## config.mk

```make
export PLATFORM = sky130hd
export DESIGN_NAME = regfile_wb_arbiter
export DESIGN_NICKNAME = d
export VERILOG_FILES = /design/src/rtl/regfile_wb_arbiter.sv
export SDC_FILE = /design/constraint.sdc
export NUM_CORES = 1
export LEC_CHECK = 0
export BUFFER_PORTS_ARGS = -buffer_cell sky130_fd_sc_hd__buf_4
export CORE_MARGIN = 8
export CORE_UTILIZATION = 45
export CTS_CLUSTER_DIAMETER = 30
export DETAILED_ROUTE_END_ITERATION = 10
export GPL_TIMING_DRIVEN = 0
export PLACE_DENSITY = 0.86
export SYNTH_ARGS = -nofsm -noshare
export SYNTH_HDL_FRONTEND = slang
export SYNTH_SLANG_ARGS = --single-unit
```

## constraint.sdc

```tcl
create_clock -name clk_i -period 2.5 [get_ports clk_i]
set_input_delay 0.75 -clock clk_i [delete_from_list [all_inputs] [get_ports clk_i]]
set_output_delay 0.75 -clock clk_i [all_outputs]
set_load 0.02 [all_outputs]
```

## src/rtl/regfile_wb_arbiter.sv

```systemverilog
// Round-robin arbiter sharing the register file write port among NumReq writeback sources.
// Winner is registered into a one-entry output stage; writes to x0 are accepted but never enabled.
module regfile_wb_arbiter #(
   parameter int NumReq   = 2,
   parameter int RegWidth = 32,
   parameter int RegDepth = 32,
   localparam int AW      = $clog2(RegDepth),
   localparam int PW      = $clog2(NumReq)
) (
   input  logic                           clk_i,
   input  logic                           rst_i,
   input  logic                           stall_i,
   input  logic [NumReq-1:0]              req_valid_i,
   input  logic [NumReq-1:0][AW-1:0]      req_addr_i,
   input  logic [NumReq-1:0][RegWidth-1:0] req_data_i,
   output logic [NumReq-1:0]              req_ready_o,
   output logic [AW-1:0]                  rd_addr_o,
   output logic [RegWidth-1:0]            rd_data_o,
   output logic                           rd_write_en_o,
   output logic                           busy_o
);

   logic [PW-1:0]       ptr_q, ptr_d;
   logic [PW-1:0]       win;
   logic                found;
   logic                hs;
   logic [AW-1:0]       addr_q, addr_d;
   logic [RegWidth-1:0] data_q, data_d;
   logic                we_q, we_d;

   // Search starts at ptr_q and wraps at NumReq, not at 2**PW.
   always_comb begin
      int idx;
      idx   = 0;
      win   = '0;
      found = 1'b0;
      for (int k = 0; k < NumReq; k++) begin
         idx = int'(ptr_q) + k;
         if (idx >= NumReq) idx = idx - NumReq;
         if (!found && req_valid_i[PW'(idx)]) begin
            found = 1'b1;
            win   = PW'(idx);
         end
      end
   end

   // Reset gates ready combinationally so nothing handshakes while rst_i is high.
   assign hs = found && !stall_i && !rst_i;

   always_comb begin
      req_ready_o = '0;
      if (hs) req_ready_o[win] = 1'b1;
   end

   always_comb begin
      ptr_d  = ptr_q;
      addr_d = addr_q;
      data_d = data_q;
      we_d   = 1'b0;
      if (hs) begin
         ptr_d  = (win == PW'(NumReq - 1)) ? '0 : win + PW'(1);
         addr_d = req_addr_i[win];
         data_d = req_data_i[win];
         we_d   = (req_addr_i[win] != '0);
      end
   end

   always_ff @(posedge clk_i or posedge rst_i) begin
      if (rst_i) begin
         ptr_q  <= '0;
         addr_q <= '0;
         data_q <= '0;
         we_q   <= 1'b0;
      end else begin
         ptr_q  <= ptr_d;
         addr_q <= addr_d;
         data_q <= data_d;
         we_q   <= we_d;
      end
   end

   assign rd_addr_o     = addr_q;
   assign rd_data_o     = data_q;
   assign rd_write_en_o = we_q;
   assign busy_o        = we_q;

endmodule
```

==> results of run 1 <==
## layer usage
layer	GRT usage, %	part of all wire (%)
met5	0	0
met4	3.89	0.65
met1	19.6	39
met3	8.33	11
met2	26.8	49
## kinds of logic (layout without fill, tap and decap cells)
group / Yosys count / after routing
and+or+nand+nor: 47 / 47
DFF: 39 / 39
AOI/OAI and AO/OA: 37 / 37
muxes: 37 / 37
buffers and inverters: 14 / 141
xor gates and xnor gates: 1 / 1
## synth_stat cells, types with 5 or more instances
master / n / area (um^2)
a21oi_1: 37 / 185
clkbuf_1: 5 / 18.8
buf_2: 7 / 35.0
nor2_1: 38 / 143
mux2i_1: 37 / 370
dfrtp_1: 39 / 976
## worst paths after layout
check,from,depth (start not counted),slack [ns],to
worst max-delay path,rst_i,5,0.19,req_ready_o[0]
max in group asynchronous,rst_i,2,1.36,rd_addr_o[1]
min in group asynchronous,rst_i,2,0.64,rd_data_o[17]
worst max register to register,ptr_q,4,1.09,busy_o
worst min-delay path,rd_addr_o[1],2,0.53,rd_addr_o[1]
worst min register to register,rd_addr_o[1],2,0.53,rd_addr_o[1]
## final cells by class
cell class              count  area (um^2)
plain buffers              13         63.8
clock buffers               6         82.6
clock inverters             2         35.0
fillers                   316         1050
inverters                   1         3.75
multi-input cells         122          774
flip-flops and latches     39          976
well taps                  50         62.6
repair buffers            119          893
## power by group through the flow
stage	registers, mW	clock network (mW)	logic [mW]
finish	0.888	0.531	1.18
global route	0.913	0.563	1.28
CTS	0.890	0.539	1.20
detailed placement	0.900	0	1.20
global placement	0.890	0	1.17
floorplan	1.10	0	0.508
## registers in the layout (all words and copies together), names as in the netlist
signal     cells
rd_data_o     32
rd_addr_o      5
busy_o         1
ptr_q          1
## worst max-delay path, stage by stage
cell and delay [ns]:
buf_4 0.13, nor3b_4 0.20, buf_4 0.20, nor2b_1 0.14, buf_4 0.14
## cells in the final DEF, fill, tap and decap left out
master	count
a21oi_1	37
and2_1	1
and3_1	1
buf_2	6
buf_4	121
bufinv_16	1
clkbuf_1	5
clkbuf_8	6
clkinv_2	1
dfrtp_1	39
inv_2	1
mux2i_1	37
nand2_2	1
nand3_1	1
nor2_1	38
nor2b_1	1
nor3_1	1
nor3b_4	1
or3_1	1
or4_1	1
xor2_1	1
## stage by stage
stage               area, um^2  worst slack [ns]  cells
floorplan                 1810             0.149    175
global placement          2760           -0.0361    343
detailed placement        2760           -0.0671    343
CTS                       2880           0.00741    351
global route              2890             0.102    352
finish                    2890             0.186    352
## timing repair
item / 4_1_cts / 5_1_grt
pin swaps: 0 / 1
buffers inserted: 0 / 1
resized for setup: 1 / 2
setup endpoints to repair: 2 / 2
hold buffers: 0 / 0
==> summary.md, run 1 <==
| Metric | Value |
|---|---|
| Worst max-slew margin expressed relative to the limit | 47.4% |
| Number of enable-type register cells in the synthesized netlist | 0 |
| Worst hold slack after final layout | 0.529 ns |
| Peak supply drop | 553 uV |
| Post-layout util | 73.3% |
| TritonCTS buffer count | 5 |
| Setup repair after global routing missed its margin | no |
| Drt wl/cell | 15.2 um |
| Setup violations, final | 0 |
| Max-capacitance violation count | 0 |
| Internal power | 1.68 mW |
| Portion of netlist area occupied by mux cells | 20.5% |
| Count of port buffers added during placement | 118 |
| Max FO, Critical Path | 10 |
| Number of antenna violations at the first check in global routing | 0 |
| Proportion of power drawn by flip-flops and latches | 34.2% |
| Syn Std Cell Area | 1810 um^2 |
| Compound-Gate Fraction of Synth Area | 10.2% |
| CTS tree | done |
| Number of different library cells in the post-synthesis netlist | 18 |
| Width of the die | 79.4 um |
| Seq cells post-synth | 39 |
| Post-Synthesis Net Count | 254 |
| Power per standard cell area | 899 nW/um^2 |
| Grt total ovfl | 0 |
| Worst min-delay path class | reg -> reg |
| Top_reg_cell synth | dfrtp_1 |
| Synth async-reset ratio | 100% |
| Leak | 1.48 nW |
| Post-Synthesis Cells | 175 |
| Worst clock skew | 0.00697 ns |
| Area of the placeable core | 3940 um^2 |
| Fraction of layout instances using a drive strength above 1 | 45.7% |
| Post-route clock period utilization | 92.6% |
| Final nets | 380 |
| Clock transition at path regs | 0.07 ns |
| Global-route wire length before repair | 8.47 mm |
| Effective utilization at floorplan | 45.9% |
| Synthesis Warnings | 0 |
| Outcome | completed |
| Mean instance size in the synthesized netlist | 10.3 um^2 |
| Count of H-tree levels built during CTS | 2 |
| Slew at the pin with the worst max-slew slack | 0.788 ns |
| Maximum achievable frequency | 432 MHz |
| Final hold viol count | 0 |
| Main combinational cell family by area after synthesis | multiplexers |
| Number of optimization iterations in the first detailed-route pass | 4 |
| Clock tree root driver cell | clkbuf_8 |
| All-Layer GR Usage | 16.7% |
| Total number of placement rows | 23 |
| Overall Power | 2.60 mW |
| Io pins | 120 |
| Pin count of the biggest net entering global routing | 40 |
| Category of the critical setup timing path | in -> out |
| Die height | 79.4 um |
| Half-perimeter wire length of the detailed placement result | 4.31 mm |
| Post-layout minimum cycle time | 2.31 ns |
| Clock Sinks | 39 |
| Number of max-slew violations in the final report | 0 |
| Xor/xnor cell area share of the yosys netlist | 0.484% |
| Routed vias | 1709 |
| Area of the die | 6310 um^2 |
| Net Sw Power | 922 uW |
| Number of global-route vias before repair | 1786 |
| Clock share of power | 20.4% |
| Syn-to-layout area delta | 59.8% |
| Synth Area in Simple Gates | 11.3% |
| CP Capture Type | output pin |
| Ratio of routed vias to standard cells | 4.86 |
| 1st-iter DRT viols | 70 |
| Seq/Total Area, Yosys | 53.9% |
| Overall routed net length | 5.36 mm |
| Insertion delay to the later sink of the worst-skew pair | 0.28 ns |
| Remaining antenna violation count | 0 |
| Combinational Power Share | 45.4% |
| Switching part of the total | 35.5% |
| Endpoint arrival time on the critical path | 1.56 ns |
| Sum of negative setup slack | 0 ns |
| Longest Clk Path Bufs | 2 |
| Antenna diode count | 0 |
| Number of remaining DRC errors | 0 |
| Type of origin of the critical path | input port |
| Adder-cell share of the synthesized area | 0% |
| Weighted congestion at the end of routability-driven global placement | 0.703 |
| Required time worst endpoint | 1.75 ns |
Power figures use the tool's default switching activity.
==> run 2: changes to the inputs <==
--- a/config.mk
+++ b/config.mk
@@ -12,6 +12,7 @@
 export DETAILED_ROUTE_END_ITERATION = 10
 export GPL_TIMING_DRIVEN = 0
 export PLACE_DENSITY = 0.86
+export SLEW_MARGIN = 5
 export SYNTH_ARGS = -nofsm -noshare
 export SYNTH_HDL_FRONTEND = slang
 export SYNTH_SLANG_ARGS = --single-unit
==> constraint.sdc (replaced) <==
create_clock -name clk_i -period 2.85 [get_ports clk_i]
set_input_delay 0.855 -clock clk_i [delete_from_list [all_inputs] [get_ports clk_i]]
set_output_delay 0.855 -clock clk_i [all_outputs]
set_load 0.02 [all_outputs]
==> run 2 against run 1 <==
  * Combinational power decreased by 13%
  * Hold slack unchanged
  * Largest power group unchanged
  * Design area decreased by 0.35%
  * First-iteration DRC count decreased by 4.3%
  * Utilization decreased by 0.25 points
  * Clock skew about the same
  * Power decreased by 12%
  * Global-route usage about the same
  * Die area unchanged
  * Critical endpoint unchanged
  * Worst setup slack got worse by 0.021 ns
==> summary.md, run 2 (same netlist as run 1, synthesis figures left out) <==
| Metric | Value |
|---|---|
| Max-capacitance violation count | 0 |
| Buffers inserted by post-CTS timing repair | 0 |
| Fraction of layout instances using a drive strength above 1 | 45.5% |
| Clock tree root driver cell | clkbuf_8 |
| Cells after DPL | 343 |
| Leading cell types in the layout, fill and taps excluded | buf_4 (119), dfrtp_1 (39), nor2_1 (38) |
| Type of origin of the critical path | input port |
| Count of H-tree levels built during CTS | 2 |
| Overall Power | 2.28 mW |
| CTS tree | done |
| All-Layer GR Usage | 16.7% |
| Peak supply drop | 485 uV |
| Setup repair after global routing missed its margin | no |
| Worst min-delay path class | reg -> reg |
| Sum of negative setup slack | 0 ns |
| Io pins | 120 |
| Max FO, Critical Path | 10 |
| Maximum achievable frequency | 372 MHz |
| Final hold viol count | 0 |
| Worst max-slew margin expressed relative to the limit | 47.4% |
| Number of remaining DRC errors | 0 |
| Total number of placement rows | 23 |
| Weighted congestion at the end of routability-driven global placement | 0.703 |
| Area of the placeable core | 3940 um^2 |
| Ratio of routed vias to standard cells | 4.84 |
| Half-perimeter wire length of the detailed placement result | 4.31 mm |
| Routed vias | 1700 |
| Overall routed net length | 5.35 mm |
| Insertion delay to the later sink of the worst-skew pair | 0.28 ns |
| Drt wl/cell | 15.2 um |
| Antenna diode count | 0 |
| Final nets | 379 |
| Area of the die | 6310 um^2 |
| Clock Sinks | 39 |
| Global-route wire length before repair | 8.45 mm |
| Most frequent standard cell in the layout excluding fill and tap cells | buf_4 |
| Number of optimization iterations in the first detailed-route pass | 4 |
| Width of the die | 79.4 um |
| Pin count of the biggest net entering global routing | 40 |
| Power per standard cell area | 791 nW/um^2 |
| Number of global-route vias before repair | 1780 |
| Syn-to-layout area delta | 59.3% |
| Effective utilization at floorplan | 45.9% |
| Outcome | completed |
| Clock transition at path regs | 0.07 ns |
| Post-layout util | 73.1% |
| Required time worst endpoint | 2.00 ns |
| Remaining antenna violation count | 0 |
| Longest Clk Path Bufs | 2 |
| Category of the critical setup timing path | in -> out |
| Grt total ovfl | 0 |
| Die height | 79.4 um |
| Endpoint arrival time on the critical path | 1.83 ns |
| Filler instances | 318 |
| Leak | 1.47 nW |
| Worst clock skew | 0.00697 ns |
| Number of antenna violations at the first check in global routing | 0 |
| Filler-free cell count of the finished design | 351 |
| 1st-iter DRT viols | 67 |
| CP Capture Type | output pin |
| Number of flip-flops in the largest register | 32 |
| Post-layout minimum cycle time | 2.68 ns |
| Total of cells resized after clock tree synthesis | 0 |
| TritonCTS buffer count | 5 |
| Post-CTS Hold Fix Bufs | 0 |
| Setup violations, final | 0 |
| Post-route clock period utilization | 94.2% |
| Number of max-slew violations in the final report | 0 |
| Slew at the pin with the worst max-slew slack | 0.789 ns |
| Count of port buffers added during placement | 118 |
## run 2: cell type report
class,count,area (um^2),area share [%]
timing repair buffer,118,886,30.7
inverter,1,3.75,0.130
sequential,39,976,33.9
clock inverter,2,35.0,1.22
tap,50,62.6,2.17
multi-input combinational,122,774,26.9
buffer,13,61.3,2.13
clock buffer,6,82.6,2.87
## run 2: per-layer routing
metal  vias to the layer above  routed length [um]  GRT usage (%)
li1                        853                   -              -
met3                         5                 578           8.33
met5                         -                   0              0
met2                        71                2630           26.7
met4                         0                  35           3.89
met1                       771                2110           19.6
## run 2: worst max-delay path: stages
cell and delay (ns):
buf_4 0.12, nor3b_4 0.28, buf_2 0.27, nor2b_1 0.15
buf_4 0.14
## run 2: worst paths after layout
path	to	slack [ns]	startpoint	cells past startpoint
max	req_ready_o[0]	0.17	stall_i	5
min	rd_addr_o[1]	0.53	rd_addr_o[1]	2
max reg2reg	busy_o	1.44	ptr_q	4
min reg2reg	rd_addr_o[1]	0.53	rd_addr_o[1]	2
max in group asynchronous	rd_addr_o[1]	1.61	rst_i	2
min in group asynchronous	rd_data_o[17]	0.74	rst_i	2
## run 2: metrics by stage
step	hold slack [ns]	instance area, um^2	setup WS (ns)
final	0.529	2880	0.165
after global routing	0.545	2880	0.0457
after CTS	0.533	2880	0.0697
after detailed placement	0.517	2760	0.0729
after global placement	0.508	2760	0.104
after floorplan	0.634	1810	0.289
## run 2: report_power, final
group	internal, mW	total, mW	leakage [nW]	switching, mW
sequential	0.703	0.779	0.428	0.0764
clock	0.283	0.466	0.0612	0.183
combinational	0.484	1.03	0.985	0.549
total	1.47	2.28	1.47	0.809
==> run 3: changes to the inputs <==
--- a/config.mk
+++ b/config.mk
@@ -6,13 +6,13 @@
 export NUM_CORES = 1
 export LEC_CHECK = 0
 export BUFFER_PORTS_ARGS = -buffer_cell sky130_fd_sc_hd__buf_4
-export CORE_MARGIN = 8
+export CAP_MARGIN = 20
+export CORE_MARGIN = 2
 export CORE_UTILIZATION = 45
 export CTS_CLUSTER_DIAMETER = 30
 export DETAILED_ROUTE_END_ITERATION = 10
 export GPL_TIMING_DRIVEN = 0
 export PLACE_DENSITY = 0.86
-export SLEW_MARGIN = 5
 export SYNTH_ARGS = -nofsm -noshare
 export SYNTH_HDL_FRONTEND = slang
 export SYNTH_SLANG_ARGS = --single-unit
==> run 3 against run 2 <==
  * Worst setup slack worse by 0.050 ns
  * Clock skew down 0.0023 ns
  * Via count up 3.5%
  * Sequential cell count unchanged
  * Maximum frequency down 1.8%
  * Die area down 28%
  * Utilization down 0.16 points
  * Power down 0.46%
  * Critical path type unchanged
  * Design area down 0.22%
==> summary.md, run 3 (same netlist as run 1, synthesis figures left out) <==
| Metric | Value |
|---|---|
| Maximum achievable frequency | 366 MHz |
| Setup violations, final | 0 |
| Worst setup margin | 0.115 ns |
| Worst max-slew margin expressed relative to the limit | 47.0% |
| Category of the critical setup timing path | in -> out |
| Number of remaining DRC errors | 0 |
| Syn-to-layout area delta | 58.9% |
| Max-capacitance violation count | 0 |
| Number of global-route vias before repair | 1721 |
| Outcome | completed |
| Remaining antenna violation count | 0 |
| Pin count of the biggest net entering global routing | 40 |
| Multi-input gate area | 768 um^2 |
| Power per standard cell area | 789 nW/um^2 |
| CP Capture Type | output pin |
| Area of the placeable core | 3940 um^2 |
| Half-perimeter wire length of the detailed placement result | 3.69 mm |
| Ratio of routed vias to standard cells | 5.01 |
| Number of optimization iterations in the first detailed-route pass | 4 |
| Crit Reg-Reg Startpoint | ptr_q |
| Number of max-slew violations in the final report | 0 |
| Start point of the critical path | stall_i |
| Leading cell types in the layout, fill and taps excluded | buf_4 (119), dfrtp_1 (39), nor2_1 (38) |
| Worst clock skew | 0.00463 ns |
| Fraction of layout instances using a drive strength above 1 | 45.5% |
| Required time worst endpoint | 2.00 ns |
| R2R depth | 4 |
| All-Layer GR Usage | 21.1% |
| CTS tree | done |
| Most frequent standard cell in the layout excluding fill and tap cells | buf_4 |
| Grt total ovfl | 0 |
| Worst min-delay path class | reg -> reg |
| Longest Clk Path Bufs | 2 |
| Antenna diode count | 0 |
| Worst hold stages | 2 |
| Peak supply drop | 465 uV |
| Leak | 1.47 nW |
| Count of port buffers added during placement | 118 |
| TritonCTS buffer count | 5 |
| Clock Sinks | 39 |
| Die height | 67.4 um |
| Sum of negative setup slack | 0 ns |
| Hold_sp | rd_data_o[23] |
| Setup repair after global routing missed its margin | no |
| Crit Reg-Reg Endpoint | rd_data_o[5] |
| Post-CTS Hold Fix Bufs | 0 |
| Count of H-tree levels built during CTS | 2 |
| Slew at the pin with the worst max-slew slack | 0.794 ns |
| Slack of the worst reg-to-reg path | 1.46 ns |
| Insertion delay to the later sink of the worst-skew pair | 0.28 ns |
| Effective utilization at floorplan | 45.9% |
| Worst Hold Endpoint | rd_data_o[23] |
| Area of the die | 4540 um^2 |
| Area taken by flip-flops and latches | 976 um^2 |
| Filler instances | 327 |
| Setup slack at placement | 0.0884 ns |
| Number of antenna violations at the first check in global routing | 0 |
| Total number of placement rows | 23 |
| Max FO, Critical Path | 10 |
| Clock tree root driver cell | clkbuf_8 |
| Io pins | 120 |
| Post-layout minimum cycle time | 2.73 ns |
| Width of the die | 67.4 um |
| Endpoint arrival time on the critical path | 1.88 ns |
| Overall routed net length | 4.69 mm |
| Routed vias | 1760 |
| Final hold viol count | 0 |
| 1st-iter DRT viols | 87 |
| Buffers inserted by post-CTS timing repair | 0 |
| Weighted congestion at the end of routability-driven global placement | 0.686 |
| Clock transition at path regs | 0.07 ns |
| Type of origin of the critical path | input port |
| Number of flip-flops in the largest register | 32 |
| Drt wl/cell | 13.3 um |
| Post-route clock period utilization | 95.9% |
| Final nets | 379 |
| Total of cells resized after clock tree synthesis | 0 |
| Global-route wire length before repair | 7.31 mm |
[run 3: changes by cell type in the layout (fill, tap and decap cells not counted)]
cell     previous run  this run
nor3b_2             0         1
nor3b_4             1         0
[run 3: report_power, final]
group          switching, mW  leakage [nW]  internal, mW
Clock                  0.182        0.0612         0.283
Sequential            0.0788         0.428         0.703
Combinational          0.538         0.982         0.483
[run 3: per-stage QoR]
stage / area, um^2 / util, % / power [mW] / hold slack, ns / cells
finish: 2880 / 72.9 / 2.27 / 0.532 / 351
global route: 2880 / 72.9 / 2.40 / 0.551 / 351
CTS: 2880 / 72.9 / 2.29 / 0.535 / 351
detailed placement: 2760 / 69.9 / 1.82 / 0.519 / 343
global placement: 2760 / 69.9 / 1.79 / 0.508 / 343
floorplan: 1810 / - / 1.41 / 0.634 / 175
[run 3: routing by layer]
layer	vias up	global-route usage [%]	wire length, um
met5	-	0	0
met4	0	5.36	37
met3	5	5.00	362
met2	67	38.5	2490
met1	837	24.9	1800
li1	851	-	-
[run 3: final cells by class]
type / instances / share of cell area [%]
flip-flops and latches: 39 / 33.9
repair buffers: 118 / 30.8
multi-input cells: 122 / 26.7
clock buffers: 6 / 2.87
well taps: 50 / 2.18
plain buffers: 13 / 2.13
clock inverters: 2 / 1.22
inverters: 1 / 0.131
[run 3: worst max path at each step]
stage	end	cells past startpoint	slack (ns)
after floorplan	req_ready_o[0]	3	0.29
after global placement	req_ready_o[0]	5	0.09
after detailed placement	req_ready_o[0]	5	0.09
after CTS	req_ready_o[0]	5	0.09
after global routing	req_ready_o[0]	5	0.001
final	req_ready_o[0]	5	0.12
[run 3: critical path, stage by stage]
cell and delay, ns:
buf_4 0.11, nor3b_2 0.32, buf_2 0.27, nor2b_1 0.17, buf_4 0.15
